==> src/rtl/qdiv_seq_pkg.sv <==
// Shared fixed-point definitions for the qdiv_seq divider: default Q/N widths,
// controller state encoding and iteration-count helper.
package qdiv_seq_pkg;

  localparam int Q_DEFAULT = 8;
  localparam int N_DEFAULT = 16;

  typedef enum logic [1:0] {
    ST_IDLE = 2'd0,
    ST_BUSY = 2'd1,
    ST_DONE = 2'd2
  } state_e;

  // One quotient bit per magnitude bit of the dividend plus the Q guard shifts.
  function automatic int iter_count(input int n, input int q);
    return n - 1 + q;
  endfunction

endpackage

==> src/rtl/qdiv_seq.sv <==
// Sequential signed-magnitude Q-format divider (restoring, one bit per clock).
// Optional macro QDIV_DIVZERO_EN: short-circuit zero divisors and raise o_dz.
module qdiv_seq
  import qdiv_seq_pkg::*;
#(
  parameter int Q = Q_DEFAULT,
  parameter int N = N_DEFAULT
) (
  input  logic         i_clk,
  input  logic         i_rst,
  input  logic         i_start,
  input  logic [N-1:0] i_dividend,
  input  logic [N-1:0] i_divisor,
  output logic [N-1:0] o_quotient,
  output logic         o_complete,
  output logic         o_ovr,
  output logic         o_dz
);

  localparam int ITER = iter_count(N, Q);
  localparam int CW   = $clog2(N + Q);
  localparam int M    = N - 1;
  localparam int DW   = M + Q;

  state_e          state_r, state_s;
  logic            load_s, step_s, finish_s, dz_start_s;
  logic [CW-1:0]   cnt_r;
  logic [DW-1:0]   dvd_r, quo_r;
  logic [N-1:0]    rem_r, diff_s;
  logic [N:0]      rem_shift_s;
  logic [M-1:0]    div_r, mag_s;
  logic            sign_r, ge_s, ovf_s, qsign_s;

  // Next remainder: the shifted value can exceed N bits before the subtract.
  assign rem_shift_s = {rem_r, dvd_r[DW-1]};
  assign ge_s        = (rem_shift_s >= {2'b00, div_r});
  assign diff_s      = rem_shift_s[N-1:0] - {1'b0, div_r};

  assign ovf_s   = |quo_r[DW-1:M];
  assign mag_s   = ovf_s ? {M{1'b1}} : quo_r[M-1:0];
  assign qsign_s = sign_r & (mag_s != {M{1'b0}});

  // Controller state register.
  always_ff @(posedge i_clk or posedge i_rst) begin
    if (i_rst) begin
      state_r <= ST_IDLE;
    end else begin
      state_r <= state_s;
    end
  end

  // Next-state and datapath strobes.
  always_comb begin
    state_s  = state_r;
    load_s   = 1'b0;
    step_s   = 1'b0;
    finish_s = 1'b0;
    case (state_r)
      ST_IDLE: begin
        if (i_start) begin
          load_s  = 1'b1;
          state_s = dz_start_s ? ST_DONE : ST_BUSY;
        end else begin
          state_s = ST_IDLE;
        end
      end
      ST_BUSY: begin
        step_s = 1'b1;
        if (cnt_r == {CW{1'b0}}) begin
          state_s = ST_DONE;
        end else begin
          state_s = ST_BUSY;
        end
      end
      ST_DONE: begin
        finish_s = 1'b1;
        state_s  = ST_IDLE;
      end
      default: begin
        state_s = ST_IDLE;
      end
    endcase
  end

  // Operand capture and restoring long-division iteration.
  always_ff @(posedge i_clk or posedge i_rst) begin
    if (i_rst) begin
      cnt_r  <= {CW{1'b0}};
      dvd_r  <= {DW{1'b0}};
      quo_r  <= {DW{1'b0}};
      rem_r  <= {N{1'b0}};
      div_r  <= {M{1'b0}};
      sign_r <= 1'b0;
    end else if (load_s) begin
      cnt_r  <= CW'(ITER - 1);
      dvd_r  <= {i_dividend[M-1:0], {Q{1'b0}}};
      quo_r  <= dz_start_s ? {DW{1'b1}} : {DW{1'b0}};
      rem_r  <= {N{1'b0}};
      div_r  <= i_divisor[M-1:0];
      sign_r <= i_dividend[N-1] ^ i_divisor[N-1];
    end else if (step_s) begin
      cnt_r <= cnt_r - CW'(1);
      dvd_r <= {dvd_r[DW-2:0], 1'b0};
      quo_r <= {quo_r[DW-2:0], ge_s};
      rem_r <= ge_s ? diff_s : rem_shift_s[N-1:0];
    end else begin
      cnt_r <= cnt_r;
    end
  end

  // Result registers: flags cleared on accept, result published leaving DONE.
  always_ff @(posedge i_clk or posedge i_rst) begin
    if (i_rst) begin
      o_quotient <= {N{1'b0}};
      o_complete <= 1'b0;
      o_ovr      <= 1'b0;
    end else if (finish_s) begin
      o_quotient <= {qsign_s, mag_s};
      o_complete <= 1'b1;
      o_ovr      <= ovf_s;
    end else if (load_s) begin
      o_complete <= 1'b0;
      o_ovr      <= 1'b0;
    end else begin
      o_complete <= 1'b0;
    end
  end

`ifdef QDIV_DIVZERO_EN
  logic dz_r;

  assign dz_start_s = (i_divisor[M-1:0] == {M{1'b0}});

  // Divide-by-zero flag follows the operation from accept to publication.
  always_ff @(posedge i_clk or posedge i_rst) begin
    if (i_rst) begin
      dz_r <= 1'b0;
      o_dz <= 1'b0;
    end else if (load_s) begin
      dz_r <= dz_start_s;
      o_dz <= 1'b0;
    end else if (finish_s) begin
      o_dz <= dz_r;
    end else begin
      o_dz <= o_dz;
    end
  end
`else
  assign dz_start_s = 1'b0;
  assign o_dz       = 1'b0;
`endif

endmodule

==> config.mk <==
export PLATFORM = sky130hd
export DESIGN_NAME = qdiv_seq
export DESIGN_NICKNAME = d
export VERILOG_FILES = /design/src/rtl/qdiv_seq_pkg.sv /design/src/rtl/qdiv_seq.sv
export SDC_FILE = /design/constraint.sdc
export NUM_CORES = 1
export LEC_CHECK = 0
export CAP_MARGIN = 20
export CORE_MARGIN = 4
export CORE_UTILIZATION = 56
export DETAILED_ROUTE_END_ITERATION = 12
export GPL_ROUTABILITY_DRIVEN = 0
export PLACE_DENSITY = 0.8
export SYNTH_ARGS = -nofsm -noshare
export SYNTH_HDL_FRONTEND = slang
export SYNTH_SLANG_ARGS = --single-unit
==> constraint.sdc <==
create_clock -name i_clk -period 3.8 [get_ports i_clk]
set_input_delay 0.76 -clock i_clk [delete_from_list [all_inputs] [get_ports i_clk]]
set_output_delay 0.76 -clock i_clk [all_outputs]
set_load 0.02 [all_outputs]
After elaboration in Yosys (flattened, before gate mapping)
Index checks and enable logic that the tools add are counted.
- bitwise gates (word level): 2
- muxes and demuxes: 20
- $add $sub $neg: 2
- reductions and logical operators: 6
- equality and inequality tests: 2
- $lt $le $gt $ge: 1
- operators with widths (operator ; count):
    $mux 23 ; 4
    $mux 16 ; 3
    $ge 17x15->1 ; 1
    $sub 16x15->16 ; 1
    $mux 15 ; 1
    $reduce_bool 15->1 ; 1
    $mux 5 ; 2
    $mux 1 ; 8
    $reduce_or 8->1 ; 1
    $logic_not 5->1 ; 1
    $sub 5x1->5 const B ; 1
    $pmux 2 s2 ; 1
    $reduce_bool 2->1 ; 2
    $eq 2x1->1 const B ; 1
    $eq 2x2->1 const B ; 1
    $logic_not 2->1 ; 1
    $mux 2 ; 1
    $and 1x1->1 ; 1
    $xor 1x1->1 ; 1
- output and inout port bits: 19
- flip-flop bits (word level): 103

Depth between registers and ports, before layout
Gate-level depths: netlist of the first run.
- depth in word-level cells: 4
- mapped depth: 10
- gate-level depth less buffers: 10

Least setup slack after synthesis of the first run
OpenSTA, ideal clock, no wires.
- path type: register to register
- from: reg dvd_r[22]
- to: reg rem_r[14]
- clock period less this slack: 2.691 ns
- library setup time: 0.122 ns
- arrival time: 2.570 ns
- path buffers: 0
- data required time: 3.678 ns
- setup slack: 1.109 ns
- cell stages (with the launch flop): 11
- path through: dfrtp_1 > inv_1 > ha_1 > fa_1 > and2b_1 > o2111ai_1 > a31oi_1 > o221ai_2 > o211a_1 > or4_1 > a32o_1
- cells in the longest elaborated chain, start to end: 4
- elaborated cells between the ends (all ways): 5
- those cells by class: add/sub: 1; order compare: 1; mux: 3
- RTL lines (what ; RTL line ; RTL):
    start, declared ; qdiv_seq.sv:28 ; logic [DW-1:0] dvd_r, quo_r;
    start signal, assigned ; qdiv_seq.sv:89 ; dvd_r <= {DW{1'b0}};
    start signal, assigned ; qdiv_seq.sv:96 ; dvd_r <= {i_dividend[M-1:0], {Q{1'b0}}};
    start signal, assigned ; qdiv_seq.sv:103 ; dvd_r <= {dvd_r[DW-2:0], 1'b0};
    $sub 16x15->16 or $ge 17x15->1 (tied branches) ; qdiv_seq.sv:37, qdiv_seq.sv:36 ;
    $mux 16 (*) ; qdiv_seq.sv:105 ; rem_r <= ge_s ? diff_s : rem_shift_s[N-1:0];
    $mux 16 (*) ; qdiv_seq.sv:101 ; end else if (step_s) begin
    $mux 16 (*) ; qdiv_seq.sv:94 ; end else if (load_s) begin
    end signal, assigned ; qdiv_seq.sv:91 ; rem_r <= {N{1'b0}};
    end signal, assigned ; qdiv_seq.sv:98 ; rem_r <= {N{1'b0}};
    end signal, assigned ; qdiv_seq.sv:105 ;
    end, declared ; qdiv_seq.sv:29 ; logic [N-1:0] rem_r, diff_s;
Every way passes the cells marked *; elsewhere a longest branch is shown, timed or not. The select of a mux whose other input is x is not followed.
A chain may end at the register's enable or synchronous reset.

Worst setup path in the final report of the first run
Ends and elaborated chain as after synthesis.

==> results of run 1 <==
[worst reg2reg max path: cells and delay by family, from the launching register on]
family / cells / cell delay, ns
compound gates: 5 / 1.04
buf+inv: 1 / 0.06
simple gates: 2 / 0.69
fa+ha+maj: 2 / 0.63
flops: 1 / 0.35
[flip-flops by register name, summed over array words and instances (netlist names)]
register / cells
quo_r: 23
o_quotient: 16
rem_r: 16
div_r: 15
dvd_r: 15
cnt_r: 5
state_r: 2
o_complete: 1
o_ovr: 1
sign_r: 1
[per-layer routing]
metal | GRT usage [%] | vias to the layer above
met1 | 28.8 | 1757
met2 | 31.4 | 57
met3 | 4.73 | 9
met4 | 5.46 | 0
li1 | - | 1783
met5 | 0 | -
[report_power, final]
group	internal, mW	total, mW	switching (mW)
clock	0.238	0.600	0.363
combinational	1.32	2.98	1.66
sequential	1.46	1.80	0.339
total	3.01	5.37	2.36
[synthesized netlist by cell type, types with 7 or more instances]
library cell,n
o21ai_0,48
nor2_1,43
nand2_1,48
inv_1,24
a22o_1,25
a22oi_1,14
nor3_1,7
nor2b_1,15
mux2i_1,10
a21oi_1,33
xnor2_1,11
clkbuf_1,21
ha_1,16
dfrtp_1,95
[cells by family after synthesis]
family / Yosys count / share of synthesized area [%]
fa+ha+maj: 17 / 4.65
buf+inv: 51 / 4.99
compound gates: 157 / 22.0
simple gates: 138 / 13.4
other cells: 1 / 0.0792
mux: 10 / 2.11
xor+xnor: 14 / 2.59
flops: 95 / 50.2
[layout make-up]
type	instances	area share [%]
sequential	95	43.3
multi-input combinational	337	39.0
timing repair buffer	58	10.7
tap	105	2.39
clock buffer	9	2.25
inverter	24	1.66
clock inverter	6	0.820
[worst max-delay path by stage]
stage	start	end	slack, ns	depth (start not counted)
4_1_cts	dvd_r[22]$_DFFE_PP0P_	rem_r[14]$_DFFE_PP0P_	0.92	10
5_1_grt	rem_r[12]$_DFFE_PP0P_	rem_r[14]$_DFFE_PP0P_	0.74	7
2_1_floorplan	i_rst	cnt_r[0]$_DFFE_PP0P_	0.56	1
6_report	dvd_r[22]$_DFFE_PP0P_	rem_r[14]$_DFFE_PP0P_	0.93	10
3_3_place_gp	i_start	o_ovr$_DFFE_PP0P_	0.93	5
3_5_place_dp	i_start	div_r[9]$_DFFE_PP0P_	0.86	5
[stage by stage]
stage	power, mW	util [%]
3_3_place_gp	4.67	64.6
6_report	5.37	66.9
4_1_cts	5.39	66.7
3_5_place_dp	4.79	64.6
2_1_floorplan	4.10	-
5_1_grt	5.85	66.9
==> impl_metrics.ini, run 1 <==
[timing]
final.setup.tns_ns = 0
rsz0062_at_grt = no
setup_ws_ns = 0.926
fmax_mhz = 348
tightest_slew_ns = 0.838
max_slew_margin_pct = 44.1
min_period_over_period_pct = 75.6
hold_viol_final = 0
period_needed_ns = 2.87
finalSetupViolCount = 0
hold_ws_ns = 0.485
skew_ns = 0.0103
slew_violations = 0

[clock_tree]
htree_levels = 3
cts.reportedPaths.clkPinSlew_ns = 0.09
clk_latency_ns = 0.37
post_cts_buffers = 0
cts_hold_buffers = 0
cts_tree = done
clockBufferDepth = 2
cts_buffers = 9
numClockSinks = 95
cts-root-buf = clkbuf_8
cts_resized = 0

[synth]
synth_top_area_cell = dfrtp_1
yosysSeqAreaShare_pct = 50.2
synth_cell_types = 52
synthCells = 483
yosys_warnings = 0
synth_area_um2 = 4740
synth_ff_type = dfrtp_1
synth_seq_cells = 95
yosys.area.top_type_share_pct = 50.2
synth_edf_count = 0
async_flop_share_pct = 100
synth_nets = 535
syn_area_per_cell_um2 = 9.80
yosys-top-cells-area = dfrtp_1, o21ai_0, a22o_1

[critical_path]
critPathSlowestCell = or4_1
arrival_ns = 3.13
crit_path_end_kind = register
reg2reg_to = rem_r[14]$_DFFE_PP0P_
crit_type = register to register
worstSetupStartpointType = register
critPathTopFamily = compound AO/OA/AOI/OAI gates
rr_startpoint = dvd_r[22]$_DFFE_PP0P_
cp.required_ns = 4.06
crit_buf_inv = 1
ff2ff_path_depth = 10
critPathMaxFanout = 4
r2r_slack_ns = 0.93
crit_chain = inv_1 > ha_1 > fa_1 > and2b_1 > o2111ai_1 > a31oi_1 > o221ai_2 > o211a_1 > or4_1 > a32o_1
slowest_delay_ns = 0.46

[drt]
drcViolationCount = 0
wl_met1_um = 4580
viasPerCell = 5.69
wl_met2_um = 4420
drt_iter0_markers = 217
top_layer_used = met4
routed_wl_um = 9560
wl_per_cell_um = 15.1
drt.antenna.violating_nets = 0
wl_met3_um = 428
first_pass_iters = 4
vias = 3606

[cells_and_area]
antenna_cells = 0
seq_area_um2 = 2380
drive_gt1_share_pct = 6.24
nNetsFinal = 577
final_common_cell = dfrtp_1
syn_to_final_growth_pct = 16.0
final_cell_count_no_fill = 634
multi_input_area_um2 = 2140
num-fill-cells = 648
design_area_um2 = 5500
layout_common_cells = dfrtp_1, clkdlybuf4s50_1, nand2_1, o21ai_0, nor2_1

[grt]
track_usage_pct = 20.2
antenna_found_initial = 0
grt_pass1_wl_um = 16400
grt_overflow = 0
grt_pass1_vias = 3549
grt_max_degree = 49

[pwr]
ir_drop_v = 0.000380
power_density_nw_per_um2 = 978
power.leakage_nw = 2.43

[floorplan]
die_w_um = 100
io_pins = 54
coreArea_um2 = 8220
fp-row-count = 33
start_util_pct = 57.6
fp.dieH_um = 100
die_area_um2 = 9990

[place]
numPortBuffers = 52
placed_area_um2 = 5310
dp.cells = 618
dp_slack_ns = 0.858
dp_hpwl_um = 6590

[job]
cap_violations = 0

[min_path]
min_path_cells = 2
holdPathEnd = dvd_r[22]$_DFFE_PP0P_
hp-class = register to register
min-delay-start = dvd_r[22]$_DFFE_PP0P_

[outcome]
outcome = finished, final reports clean
(Power assumes the default switching activity.)
==> run 2, diff against run 1 <==
--- a/config.mk
+++ b/config.mk
@@ -7,10 +7,10 @@
 export LEC_CHECK = 0
 export CAP_MARGIN = 20
 export CORE_MARGIN = 4
-export CORE_UTILIZATION = 56
+export CORE_UTILIZATION = 51
 export DETAILED_ROUTE_END_ITERATION = 12
 export GPL_ROUTABILITY_DRIVEN = 0
-export PLACE_DENSITY = 0.8
+export PLACE_DENSITY = 0.76
 export SYNTH_ARGS = -nofsm -noshare
 export SYNTH_HDL_FRONTEND = slang
 export SYNTH_SLANG_ARGS = --single-unit
==> constraint.sdc (replaced) <==
create_clock -name i_clk -period 2.5 [get_ports i_clk]
set_input_delay 0.5 -clock i_clk [delete_from_list [all_inputs] [get_ports i_clk]]
set_output_delay 0.5 -clock i_clk [all_outputs]
set_load 0.02 [all_outputs]
==> run 2 against run 1 <==
- the run now ends with negative setup slack left
- clock power rose by 58%
- largest cell class unchanged
- power up 59%
- sequential power is 49% higher
- critical path type unchanged
- highest routed layer unchanged
- utilization down 3.2 points
- global-route usage shrank 1.5 points
==> impl_metrics.ini, run 2 (synthesized netlist as in run 1, its figures left out) <==
[outcome]
outcome = complete, but fails checks
violations = negative setup slack

[grt]
track_usage_pct = 18.8
grt_pass1_wl_um = 17100
grt_overflow = 0
antenna_found_initial = 0
grt_pass1_vias = 3763
grt_max_degree = 96

[critical_path]
reg2reg_to = rem_r[14]$_DFFE_PP0P_
slowest_delay_ns = 0.47
rr_startpoint = div_r[0]$_DFFE_PP0P_
crit_type = register to register
critPathMaxFanout = 2
worst-path-stages = 9
crit_buf_inv = 0
critPathTopFamily = compound AO/OA/AOI/OAI gates
crit_path_end_kind = register
ff2ff_path_depth = 9
crit_start = div_r[0]$_DFFE_PP0P_
r2r_slack_ns = -0.20
critPathSlowestCell = or4_1
crit_chain = ha_4 > fa_2 > and2b_1 > o2111ai_2 > a31oi_1 > o221ai_2 > o211a_1 > or4_1 > a32o_1
setup.worst_path.end = rem_r[14]$_DFFE_PP0P_
arrival_ns = 2.96
cp.required_ns = 2.76
worstSetupStartpointType = register

[drt]
routed_wl_um = 9890
vias = 3745
first_pass_iters = 4
wl_per_cell_um = 15.1
drcViolationCount = 0
drt_iter0_markers = 261
viasPerCell = 5.72
drt.antenna.violating_nets = 0

[clock_tree]
cts_buffers = 9
htree_levels = 3
cts_tree = done
cts_hold_buffers = 0
numClockSinks = 95
cts-root-buf = clkbuf_8
cts.reportedPaths.clkPinSlew_ns = 0.10
post_cts_buffers = 0
clockBufferDepth = 2
clk_latency_ns = 0.36

[timing]
min_period_over_period_pct = 108
finalSetupViolCount = 1
fmax_mhz = 370
skew_ns = 0.00912
hold_viol_final = 0
rsz0062_at_grt = yes
period_needed_ns = 2.70
setup_ws_ns = -0.201
slew_violations = 0
final.setup.tns_ns = -0.201

[floorplan]
die_area_um2 = 10900
coreArea_um2 = 8890
fp-row-count = 34
die_w_um = 104
start_util_pct = 53.3
fp.dieH_um = 104
io_pins = 54

[cells_and_area]
antenna_cells = 0
top_regs = quo_r (23), o_quotient (16), rem_r (16)
nNetsFinal = 594
syn_to_final_growth_pct = 19.5
post-route-util_pct = 63.7
largest_reg_flops = 23
num-fill-cells = 741
regMostFlops = quo_r
drive_gt1_share_pct = 10.2
final_cell_count_no_fill = 655
layout_common_cells = dfrtp_1, clkdlybuf4s50_1, nand2_1, o21ai_0, nor2_1
final_common_cell = dfrtp_1
multi_input_area_um2 = 2160
seq_area_um2 = 2380

[place]
dp_hpwl_um = 6780
numPortBuffers = 52
dp.cells = 639

[pwr]
ir_drop_v = 0.000782
power.leakage_nw = 2.52
power_density_nw_per_um2 = 1510

[min_path]
hp-class = register to register

[job]
cap_violations = 0
run 2: where the power goes:
group          switching (mW)  internal [mW]  leakage [nW]
registers               0.462           2.22          1.22
clock network           0.576          0.374        0.0919
logic                    2.65           2.27          1.21
run 2: area by class of cell:
class,instances,area share (%)
Clock buffer,9,2.19
Sequential cell,95,42.0
Multi-Input combinational cell,337,38.2
Clock inverter,7,0.973
Inverter,24,1.66
Tap cell,108,2.39
Timing Repair Buffer,75,12.5
run 2: repair_timing:
action | in CTS | in global routing
endpoints found under the setup margin | 1 | 6
gates cloned | 0 | 0
gates resized for setup | 3 | 3
run 2: through the flow:
stage / instance area [um^2] / setup WS [ns] / hold WS [ns] / power, mW
global route: 5660 / -0.297 / 0.518 / 9.36
detailed placement: 5460 / -0.163 / 0.471 / 7.55
floorplan: 4740 / -0.0562 / 0.449 / 6.24
CTS: 5650 / -0.168 / 0.493 / 8.58
global placement: 5460 / -0.105 / 0.463 / 7.38
finish: 5660 / -0.201 / 0.491 / 8.55
run 2: how the worst min path moves through the flow:
stage / startpoint / end / slack (ns) / depth (start not counted)
2_1_floorplan: dvd_r[22]$_DFFE_PP0P_ / dvd_r[22]$_DFFE_PP0P_ / 0.45 / 2
3_3_place_gp: dvd_r[20]$_DFFE_PP0P_ / dvd_r[20]$_DFFE_PP0P_ / 0.46 / 2
3_5_place_dp: dvd_r[20]$_DFFE_PP0P_ / dvd_r[20]$_DFFE_PP0P_ / 0.47 / 2
4_1_cts: dvd_r[20]$_DFFE_PP0P_ / dvd_r[20]$_DFFE_PP0P_ / 0.49 / 2
5_1_grt: dvd_r[19]$_DFFE_PP0P_ / dvd_r[19]$_DFFE_PP0P_ / 0.52 / 2
6_report: dvd_r[20]$_DFFE_PP0P_ / dvd_r[20]$_DFFE_PP0P_ / 0.49 / 2
run 2: worst min-delay path, stage by stage, from the launching register on:
cell and delay (ns):
dfrtp_1 0.35, nand2_1 0.05, o21ai_0 0.06
run 2: layer usage:
metal  vias up  track usage [%]  share of wire (%)
li1       1828                -                  -
met1      1823             24.2                 45
met2        80             31.8                 49
met3        14             3.54                4.5
met4         0             6.08                1.4
met5         -                0                  0
